<file path="config.mk">
export PLATFORM = sky130hd
export DESIGN_NAME = scan_sel_gen
export DESIGN_NICKNAME = d
export VERILOG_FILES = /design/src/rtl/scan_sel_gen.sv
export SDC_FILE = /design/constraint.sdc
export NUM_CORES = 1
export LEC_CHECK = 0
export ABC_AREA = 1
export CORE_ASPECT_RATIO = 0.6
export CORE_MARGIN = 3
export CORE_UTILIZATION = 50
export DETAILED_ROUTE_END_ITERATION = 10
export GPL_TIMING_DRIVEN = 0
export PLACE_DENSITY = 0.76
export SYNTH_ARGS = -nofsm -noshare
export SYNTH_HDL_FRONTEND = slang
export SYNTH_SLANG_ARGS = --single-unit
</file>
<file path="constraint.sdc">
create_clock -name clk -period 1.7 [get_ports clk]
set_input_delay 0.425 -clock clk [delete_from_list [all_inputs] [get_ports clk]]
set_output_delay 0.425 -clock clk [all_outputs]
set_load 0.01 [all_outputs]
</file>
<file path="src/rtl/scan_sel_gen.sv">
// Digit-scan sequencer feeding a 2-to-4 decoder.
// Walks enabled digits with a dwell window and a blanking gap.
module scan_sel_gen #(
  parameter int DWELL_W      = 8,
  parameter int BLANK_CYCLES = 2
) (
  input  logic               clk,
  input  logic               rst_n,
  input  logic               run,
  input  logic               step,
  input  logic [DWELL_W-1:0] dwell,
  input  logic [3:0]         mask,
  output logic               en,
  output logic [1:0]         a,
  output logic               frame_done
);

  localparam int BW = (BLANK_CYCLES > 1) ? $clog2(BLANK_CYCLES) : 1;
  localparam logic [BW-1:0] BLAST =
    BW'((BLANK_CYCLES > 0) ? BLANK_CYCLES - 1 : 0);

  typedef enum logic [1:0] {
    IDLE,
    SHOW,
    BLANK
  } state_t;

  state_t             st, st_n;
  logic [DWELL_W-1:0] dcnt, dcnt_n;
  logic [DWELL_W-1:0] dq, dq_n;
  logic [BW-1:0]      bcnt, bcnt_n;
  logic               pend, pend_n;
  logic               en_n, fd_n, adv;
  logic [1:0]         a_n, first, nxt;

  // first: search includes a itself; nxt: search starts above a
  always_comb begin
    first = a;
    nxt   = a;
    for (int i = 3; i >= 0; i--) begin
      if (mask[a + 2'(i)])
        first = a + 2'(i);
      if (mask[a + 2'(i + 1)])
        nxt = a + 2'(i + 1);
    end
  end

  always_comb begin
    st_n   = st;
    a_n    = a;
    dcnt_n = dcnt;
    bcnt_n = bcnt;
    dq_n   = dq;
    pend_n = pend;
    fd_n   = 1'b0;
    adv    = 1'b0;
    unique case (st)
      IDLE: begin
        if (mask != 4'd0 && (run || step)) begin
          st_n   = SHOW;
          a_n    = first;
          dq_n   = dwell;
          dcnt_n = '0;
          pend_n = !run;
        end
      end
      SHOW: begin
        if (dcnt == dq) begin
          if (BLANK_CYCLES == 0) begin
            adv = 1'b1;
          end else begin
            st_n   = BLANK;
            bcnt_n = '0;
          end
        end else begin
          dcnt_n = dcnt + DWELL_W'(1);
        end
      end
      BLANK: begin
        if (bcnt == BLAST)
          adv = 1'b1;
        else
          bcnt_n = bcnt + BW'(1);
      end
      default: st_n = IDLE;
    endcase
    if (adv) begin
      if (mask == 4'd0) begin
        st_n   = IDLE;
        pend_n = 1'b0;
      end else begin
        fd_n = (nxt <= a);
        a_n  = nxt;
        if (run && !pend) begin
          st_n   = SHOW;
          dq_n   = dwell;
          dcnt_n = '0;
        end else begin
          st_n   = IDLE;
          pend_n = 1'b0;
        end
      end
    end
    en_n = (st_n == SHOW);
  end

  always_ff @(posedge clk or negedge rst_n) begin
    if (!rst_n) begin
      st         <= IDLE;
      a          <= 2'd0;
      en         <= 1'b0;
      frame_done <= 1'b0;
      dcnt       <= '0;
      bcnt       <= '0;
      dq         <= '0;
      pend       <= 1'b0;
    end else begin
      st         <= st_n;
      a          <= a_n;
      en         <= en_n;
      frame_done <= fd_n;
      dcnt       <= dcnt_n;
      bcnt       <= bcnt_n;
      dq         <= dq_n;
      pend       <= pend_n;
    end
  end

endmodule

</file>
Yosys cells after proc, flatten, opt, wreduce, memory -nomap -nowiden
Index checks and enable logic that the tools add are counted.

Register bits after elaboration: 24. Input port bits: 16. Logic and storage cells: 78.

Add/sub/neg operators: 5. $lt $le $gt $ge: 5. Eq/ne operators: 5. Muxes and demuxes: 45. Reduce and logical (&&, ||, !) cells: 10.

Operators with widths (number): 8-bit two-way mux (10); 2-bit two-way mux (11); 1-bit two-way mux (17); 8-bit case mux with 2 select lines (1); 2-bit by 3-bit < comparator with 1-bit output (second input constant) (4); 8-bit by 1-bit adder with 8-bit output (second input constant) (1); 1-bit binary-select mux with 2-bit select (4); 8-bit equality test (1); 2-bit case mux with 3 select lines (1); 2-bit adder (second input constant) (2); 2-bit by 1-bit equality test with 1-bit output (second input constant) (2); 4-bit zero test (1); 4-bit nonzero test (1); 2-bit by 1-bit adder with 2-bit output (second input constant) (1); 2-bit equality test (second input constant) (1); 2-bit <= comparator (1); 1-bit logical AND (2); 1-bit zero test (2); 2-bit zero test (1); 2-bit != test (second input constant) (1); 1-bit case mux with 2 select lines (1); 2-bit AND reduction (1); 2-bit nonzero test (1); 1-bit adder (second input constant) (1); 1-bit logical OR (1).

Depth between registers and ports, before layout
Depth after elaboration: 11. Gate-level depth with buffers: 15.

Worst setup path after synthesis
OpenSTA, ideal clock, no wires.

Path kind: register to register. Start point: reg a[0]. End point: reg frame_done. Setup time: 0.071 ns. Arrival time: 1.658 ns. Data required time: 1.629 ns. Path slack: -0.029 ns. Stages on the path, launching flop included: 12. Buffers on the path: 1. Path through: dfrtp_1 > buf_6 > clkinv_4 > o21ai_1 > o21ai_0 > nand2_1 > inv_1 > a21boi_0 > ha_1 > a21oi_1 > a21oi_1 > nor2_1.

Longest elaborated chain between the ends: 9. Elaborated cells on any way between the ends: 15.

Ends and longest elaborated chain: from (decl) (line 14) `output logic [1:0] a,`; from (signal assigned) (line 119) `a <= a_n;`; 2-bit adder (line 43, 44); 1-bit binary-select mux with 2-bit select (line 43) `if (mask[a + 2'(i + 1)])`; 1-bit two-way mux (not written as such) (line 43); 2-bit two-way mux (3 in a row) (line 43); 2-bit <= comparator (*) (line 92) `fd_n = (nxt <= a);`; 1-bit two-way mux (*) (line 88) `if (mask == 4'd0) begin`; 1-bit two-way mux (*) (line 87) `if (adv) begin`; via fd_n (line 33) `logic en_n, fd_n, adv;`; to (signal assigned) (line 121) `frame_done <= fd_n;`; to (decl) (line 15) `output logic frame_done`.

Mark *: on every way through the listed nets, which the timed path passes. The rest lies on a longest branch. The select of a mux whose other input is x is not followed. A chain may end at the register's enable or synchronous reset.

Worst setup path after layout
Same ends and word-level chain as after synthesis.

==> metrics.csv <==
metric,value,unit
CP arrival,1.99,ns
Layout Nets,291,
Comb pwr share,0.098,
RePlAce Congestion,0.875,
R2R setup slack,-0.14,ns
"FF+latch count, synth",24,
largest net degree at the start of global routing,25,
Netlist Area Pre-Place,1630,µm²
yosys warns,0,
WL/cell,13.8,µm
reg2reg start,a[0],
switch share,0.216,
endpoints failing setup,1,
status,finished with violations,
syn nets,252,
via count,1587,
Cells after Synth,233,
final worst path period share,1.08,
critical path's slowest cell,dfrtp_2,
Final Non-Filler Cells,313,
unrepaired setup endpoints after global routing,yes,
maximum clock insertion buffer count,2,
global-route wire length before repair,6900,µm
top post-synthesis cells by area,"dfrtp_1, nand2_1, nand3_1",
H-Tree Depth,1,
Fin. Hold Viols,0,
post-DP HPWL,2770,µm
reg2reg end,frame_done,
most frequent CP cell,nand2_1,
starting DRC count in detailed routing,114,
Syn Area/Cell,6.99,µm²
core area,2980,µm²
ys flop type,dfrtp_1,
skew final,0.00408,ns
CP Max Fanout,5,
CTS tree,yes,
Post-synth top cells,"nand2_1, inv_1, dfrtp_1",
CP Class,reg -> reg,
CP cell instances,buf_6 -> inv_8 -> nor2_4 -> nor2_4 -> nand2_1 -> o21ai_1 -> nand2_1 -> nand2_1 -> nand2_2 -> nand2_1 -> ha_2 -> a21oi_1 -> nor2_1,
final max-slew violation count,0,
area post-placement,1870,µm²
Pwr Density,500,nW/µm²
violated checks,negative setup slack,
DIE AREA,4000,µm²
Worst EP required,1.86,ns
sequential share of the synthesized area,0.369,
Antenna Cells,0,
CTS Buf Count,3,
DR vias/cell,5.07,
Routed WL,4310,µm
max incr delay on CP,0.44,ns
post-route cell area,2120,µm²
Post-synth EDFFs,0,
CP Launch Type,flip-flop,
Critical path origin,a[0],
dominant cell by count in the synthesized netlist,nand2_1,
Slew headroom,0.260,
Worst Slack Setup Final,-0.135,ns
Worst Hold Class,in -> async,
CTS root buffer,clkbuf_8,
share of layout cells above drive strength 1,0.262,
drt pass-1 iters,5,
vias in the first global route,1466,
Die X,79.7,µm
row cnt,15,
Flop pwr share,0.538,
initial antenna violation count,0,
clk slew on worst S/H paths,0.08,ns
CTS sink cnt,24,
ys async rst share,1.00,
dpl cells,294,
clock power share,0.364,
fin crit period,1.84,ns
Worst R2R Path Depth,13,
Max VDD drop,317,µV
Post-CTS Hold Buffers,0,
Yosys cell types,28,
Area Growth Syn to Fin,30.3,%
Initial Utilization,0.545,
Worst-Skew Late Latency,0.27,ns
residual DRC count,0,
Int Power,0.000831,W
Yosys top cell area share,0.369,
leakage power figure,1.16,nW
leading area contributor after synthesis,dfrtp_1,
nature of the critical path endpoint,flip-flop,
Top Ports,20,
Final ANT Viol Nets,0,
gr usage total,0.226,
Max Freq,545,MHz
max-cap violations,0,
IO buf count,19,
die height,50.2,µm
gr ovfl total,0,
Slew @ Worst Pin,1.11,ns
Sw Pwr,0.000229,W
## layout make-up
| class | count | area [µm²] |
|---|---|---|
| Multi-Input combinational cell | 169 | 905 |
| Inverter | 36 | 145 |
| Timing Repair Buffer | 34 | 319 |
| Sequential cell | 24 | 603 |
| Buffer | 4 | 41.3 |
| Fill cell | 228 | 863 |
| Tap cell | 42 | 52.6 |
| Clock buffer | 4 | 55.1 |
## cell families after synthesis
group	after synthesis	share of synthesized area
simple gates	138	0.390
buf+inv	40	0.113
compound gates	25	0.0892
flops	24	0.369
xor+xnor	3	0.0161
fa+ha+maj	3	0.0231
## worst max path at each step
stage	end	slack [ns]	cells past startpoint
after floorplan	frame_done	0.007	11
after global placement	frame_done	-0.48	11
after detailed placement	frame_done	-0.52	11
after CTS	frame_done	-0.11	10
after global routing	frame_done	-0.29	15
final	frame_done	-0.14	13
## power groups by stage
stage	Combinational, W	Sequential (W)	Clock [W]
final	0.000104	0.000570	0.000386
after CTS	0.0000967	0.000570	0.000398
after global routing	0.000115	0.000570	0.000422
after global placement	0.0000843	0.000582	0
after floorplan	0.0000318	0.000582	0
after detailed placement	0.0000857	0.000582	0
## worst max-delay path, delay by kind of cell (launching register included)
kind            cells  cell delay [ns]
buf+inv             2             0.21
fa+ha+maj           1             0.26
flops               1             0.44
compound gates      2             0.20
simple gates        8             0.61
## metrics by stage
step	hold WS, ns	TNS (ns)	util	worst slack (ns)	total power, W
4_1_cts	0.513	-0.142	0.682	-0.114	0.00107
6_report	0.359	-0.135	0.711	-0.135	0.00106
3_3_place_gp	0.489	-4.45	0.627	-0.484	0.000666
2_1_floorplan	0.129	0	-	0.00740	0.000614
3_5_place_dp	0.495	-5.35	0.627	-0.522	0.000667
5_1_grt	0.413	-0.354	0.711	-0.285	0.00111
## state kept, by name (all words and copies together) (netlist names)
name	cells
frame_done	1
st	2
bcnt	1
a	2
pend	1
dcnt	8
en	1
dq	8
## repair_timing
| action | in CTS | in global routing |
|---|---|---|
| gates resized for setup | 15 | 23 |
| pin swaps | 11 | 8 |
| buffers inserted | 11 | 4 |
| gates cloned | 1 | 1 |
| endpoints found under the setup margin | 2 | 16 |
## metal layers
layer	GRT usage	up-vias	part of all wire
met5	0	-	0
li1	-	801	-
met2	0.330	73	0.43
met4	0.0400	0	0.0051
met3	0.0591	4	0.094
met1	0.339	709	0.47
## layout by cell type, fill, tap and decap left out, types with 6 or more instances in the layout
master	instances
nand2_1	73
inv_1	25
nand3_1	22
dfrtp_1	22
nor2_1	12
buf_4	12
clkdlybuf4s50_1	11
inv_2	9
nand2_2	9
nor2_2	7
o21ai_1	7
buf_6	6
a21oi_1	6
Note: power is estimated with default switching activity, not from simulation.
==> edit 1, RTL diff (config.mk and constraints unchanged) <==
Set the parameter `DWELL_W` to 9 (it was 8).
--- a/src/rtl/scan_sel_gen.sv
+++ b/src/rtl/scan_sel_gen.sv
@@ -1,7 +1,7 @@
 // Digit-scan sequencer feeding a 2-to-4 decoder.
 // Walks enabled digits with a dwell window and a blanking gap.
 module scan_sel_gen #(
-  parameter int DWELL_W      = 8,
+  parameter int DWELL_W      = 9,
   parameter int BLANK_CYCLES = 2
 ) (
   input  logic               clk,
Interface: changed (resized dwell); port bits go from 20 to 21. No check against the original RTL was run, so the function may have changed too.
==> edit 1 against the unedited design <==
  * Sequential cell count increased by 2
  * The flow still finishes with violations (setup timing)
  * Setup slack gained 0.041 ns
  * Largest cell class unchanged
  * Global-route usage fell by 3.6 points
  * Power up 5.7%
  * Area after synthesis decreased by 2.2%
  * Largest power group unchanged
  * Wire length down 12%
  * Highest routed layer unchanged
  * Final area fell by 1.4%
  * Clock skew increased by 0.00079 ns
  * Via count down 7.5%
==> edit 1: results (changes against the unedited design) <==
stage,metric,value,unit,change
synthesis,synth_area_leaders,"dfrtp_1, nand2_1, inv_1, nand3_1, xnor2_1",,
drt,drtIter0Drc,79,,-31%
worst_setup_path,ff2ff_path_depth,9,,-4
synthesis,synth-compound-area-share,8.327,%,-0.59 points
run_status,status,finished with violations,,
layout,fin_nets,273,,-6.2%
global_routing,antenna_found_initial,0,,unchanged
place,place_congestion,0.8563,,-2.1%
worst_setup_path,endpoint_kind,flip-flop,,
hold_path,hold_class,in -> async,,
timing,post-route-worst-setup-slack,-0.09466,ns,+0.04067 ns
global_routing,grt_pass1_vias,1251,,-15%
synthesis,synth_area,1593,sq um,-2.2%
drt,totalWireLength,3.809,mm,-12%
global_routing,grtUsageTotal,19.07,%,-3.6 points
layout,num_antenna_cells,0,,unchanged
drt,viasPerCell,4.993,,-1.5%
synthesis,synth_nets,238,,-5.6%
pwr,ir_drop,0.3820,mV,+20%
pwr,p_sw_share,21.48,%,-0.13 points
timing,slew-limit-headroom,21.40,%,-4.6 points
place,io_buffers,20,,+1
synthesis,yosysSeqAreaShare,40.85,%,+4.0 points
timing,clock-skew-final,0.004866,ns,+0.0007904 ns
place,hpwl,2.670,mm,-3.7%
global_routing,grt_max_degree,27,,+8.0%
worst_setup_path,slowest_delay,0.47,ns,+0.03 ns
drt,firstDrtPassIters,4,,-1
clock_tree,clock_path_buffers,2,,unchanged
synthesis,ys_types,25,,-11%
synthesis,synth_xor_area_share,5.420,%,+3.8 points
global_routing,grt_first_pass_wirelength,5.809,mm,-16%
synthesis,async_flop_share,100.0,%,unchanged
pwr,p_leak,0.001106,uW,-4.7%
layout,reg_top3,"dcnt x9, dq x9",,
run_status,violations,setup timing,,
synthesis,synthAdderAreaFrac,2.357,%,+0.051 points
timing,setup-violations-final,1,,unchanged
synthesis,yosys-top-cells-count,"nand2_1, dfrtp_1, inv_1",,
layout,drive_above_1_share,25.00,%,-1.2 points
layout,fill_cells,250,,+9.6%
place,postPlaceCellArea,1846,sq um,-1.3%
worst_setup_path,worst-path-max-fanout,8,,+3
synthesis,synth_mux_area_share,0,%,unchanged
worst_setup_path,critical-path-top-delay-family,flip-flops,,
edit 1: cell types whose count changed after synthesis, sizes merged, moves of 3 or more:
cell	change
nand3	-11
nand2	-6
xnor2	+5
inv	-4
o21ai	+4
nor2	-3
edit 1: worst min-delay path by stage:
stage	end	slack [ns]	cells past startpoint
floorplan	a[0]$_DFF_PN0_	0.13	0
global placement	dq[5]$_DFF_PN0_	0.48	2
detailed placement	dq[2]$_DFF_PN0_	0.48	2
CTS	dq[2]$_DFF_PN0_	0.50	2
global route	dq[4]$_DFF_PN0_	0.47	1
finish	dq[7]$_DFF_PN0_	0.38	1
edit 1: through the flow:
stage          std cells  power [uW]  setup TNS, ns  util (%)  setup WS, ns
2_1_floorplan        218       656.4              0         -       0.03275
3_3_place_gp         280       711.1         -8.264     62.63       -0.5621
3_5_place_dp         280       711.3         -8.250     62.63       -0.5675
4_1_cts              292        1108        -0.1185     66.62      -0.08286
5_1_grt              294        1158        -0.2239     71.00       -0.1909
6_report             294        1121       -0.09466     71.00      -0.09466
edit 1: area by class of cell:
class	instances	area [sq um]	share of cell area, %
inverters	31	116.4	5.562
plain buffers	3	30.03	1.435
flip-flops and latches	26	653.1	31.22
well taps	42	52.55	2.512
clock buffers	4	55.05	2.632
repair buffers	30	274.0	13.10
multi-input cells	158	910.9	43.54
edit 1: repair_timing:
item,in CTS,in global routing
setup endpoints to repair,9,5
pin swaps,10,10
resized for setup,12,26
hold endpoints to repair,0,0
buffers inserted,8,3
edit 1: kinds of logic after synthesis:
| logic type | after synthesis |
|---|---|
| xor gates and xnor gates | 9 |
| DFF | 26 |
| adders and majority gates | 3 |
| buffers and inverters | 34 |
| and+or+nand+nor | 121 |
| AOI/OAI and AO/OA | 25 |
edit 1: per-layer routing:
layer	wire (um)	part of all wire, %	track usage (%)
met5	0	0	0
met1	1887	50	29.54
met4	12	0.32	2.571
met2	1640	43	27.46
met3	269	7.1	4.562
edit 1: power by group through the flow:
| stage | clock, uW | sequential [uW] | combinational [uW] |
|---|---|---|---|
| 6_report | 398 | 618 | 105 |
| 5_1_grt | 425 | 618 | 115 |
| 4_1_cts | 405 | 618 | 85.1 |
| 3_5_place_dp | 0 | 630 | 81.1 |
| 3_3_place_gp | 0 | 630 | 80.9 |
| 2_1_floorplan | 0 | 630 | 26.0 |
==> edit 2, RTL diff (same flow settings) <==
Without the edit above. Re-encode `state_t` (3 states) as one-hot, 3 bits wide.
--- a/src/rtl/scan_sel_gen.sv
+++ b/src/rtl/scan_sel_gen.sv
@@ -19,10 +19,10 @@
   localparam logic [BW-1:0] BLAST =
     BW'((BLANK_CYCLES > 0) ? BLANK_CYCLES - 1 : 0);
 
-  typedef enum logic [1:0] {
-    IDLE,
-    SHOW,
-    BLANK
+  typedef enum logic [2:0] {
+    IDLE  = 3'b001,
+    SHOW  = 3'b010,
+    BLANK = 3'b100
   } state_t;
 
   state_t             st, st_n;
Behaviour: no difference found for any inputs over 10 cycles, from zero or initial values and one cycle with rst_n low; not proved beyond that.
==> edit 2 against the unedited design <==
  * Final area rose by 3.1%
  * Critical path depth fell by 5
  * Synthesized cell count fell by 1.7%
  * Count of clock-buffer cells in the layout fell by 1
  * The flow still finishes with violations (setup timing)
  * Setup slack got worse by 0.085 ns
  * Clock skew barely moved
  * Area after synthesis fell by 1.6%
  * Wire length fell by 0.16%
  * Sequential cell count rose by 1
Power is left out: it rests on default switching activity, and per cell area and clock period it moved more than threefold.
==> edit 2: results (changes against the unedited design) <==
stage,metric,value,unit,change
run_status,status,finished with violations,,
run_status,violations,setup timing,,
worst_setup_path,cp.arrival,2.11,ns,+0.12 ns
timing,setup_tns,-0.3883,ns,-0.2530 ns
synthesis,yosys-top-cells-count,"nand2_1, inv_1, dfrtp_1",,
layout,reg_top3,"dcnt x8, dq x8, st x3",,
clock_tree,cts_setup_buffers,6,,-5
timing,worst_pin_slew,1.078,ns,-0.03073 ns
drt,firstDrtPassIters,4,,-1
drt,vias,1607,,+1.3%
clock_tree,cts_root_buffer,clkbuf_8,,
synthesis,ys_types,27,,-3.6%
global_routing,grt_pass1_vias,1409,,-3.9%
drt,drtIter0Drc,96,,-16%
worst_setup_path,critical-path-top-delay-family,flip-flops,,
drt,viasPerCell,5.235,,+3.2%
drt,met1_length,2.122,mm,+4.1%
drt,wire_per_inst,14.01,um,+1.8%
place,pre_cts_slack,-0.7251,ns,-0.2027 ns
drt,wl_met2,1.901,mm,+3.4%
place,hpwl,2.781,mm,+0.29%
clock_tree,ctsResizeCount,30,,+15
worst_setup_path,slowest_delay,0.47,ns,+0.03 ns
synthesis,syn_area_per_cell,6.994,sq um,+0.10%
timing,setup-violations-final,3,,+2
global_routing,grt_first_pass_wirelength,6.492,mm,-5.9%
timing,post-route-worst-setup-slack,-0.2207,ns,-0.08539 ns
place,place_congestion,0.9244,,+5.6%
place,postPlaceCellArea,1849,sq um,-1.1%
synthesis,synth_nets,248,,-1.6%
timing,fin_hold_ws,0.3453,ns,-0.01349 ns
layout,fill_cells,226,,-0.88%
global_routing,grtUsageTotal,21.22,%,-1.4 points
layout,drive_above_1_share,23.77,%,-2.4 points
timing,clock-skew-final,0.003943,ns,-0.0001323 ns
worst_setup_path,ff2ff_path_depth,8,,-5
global_routing,grt_max_degree,26,,+4.0%
synthesis,synth_area_leaders,"dfrtp_1, nand2_1, inv_1, o21ai_0, nor2_1",,
place,place_inst,290,,-1.4%
drt,wl_met3,239,um,-41%
synthesis,yosysSeqAreaShare,39.14,%,+2.2 points
[edit 2: metal layers]
| metal | track usage, % | vias to the layer above |
|---|---|---|
| met5 | 0 | - |
| met2 | 29.47 | 49 |
| met1 | 33.95 | 760 |
| li1 | - | 791 |
| met3 | 4.562 | 7 |
| met4 | 3.143 | 0 |
[edit 2: logic make-up after synthesis]
group,Yosys count,share of synthesized area (%)
AND/OR/NAND/NOR,121,32.66
flip-flops,25,39.14
buffers and inverters,40,10.08
XOR/XNOR,5,2.734
adder cells (fa/ha/maj),3,2.344
AO/OA/AOI/OAI,35,13.05
[edit 2: area by class of cell]
class / count / area (sq um) / share of cell area [%]
plain buffers: 5 / 52.55 / 2.404
clock buffers: 3 / 41.29 / 1.889
clock inverters: 1 / 5.005 / 0.2290
inverters: 35 / 131.4 / 6.010
multi-input cells: 164 / 945.9 / 43.27
flip-flops and latches: 25 / 628.1 / 28.73
well taps: 42 / 52.55 / 2.404
repair buffers: 32 / 329.1 / 15.05
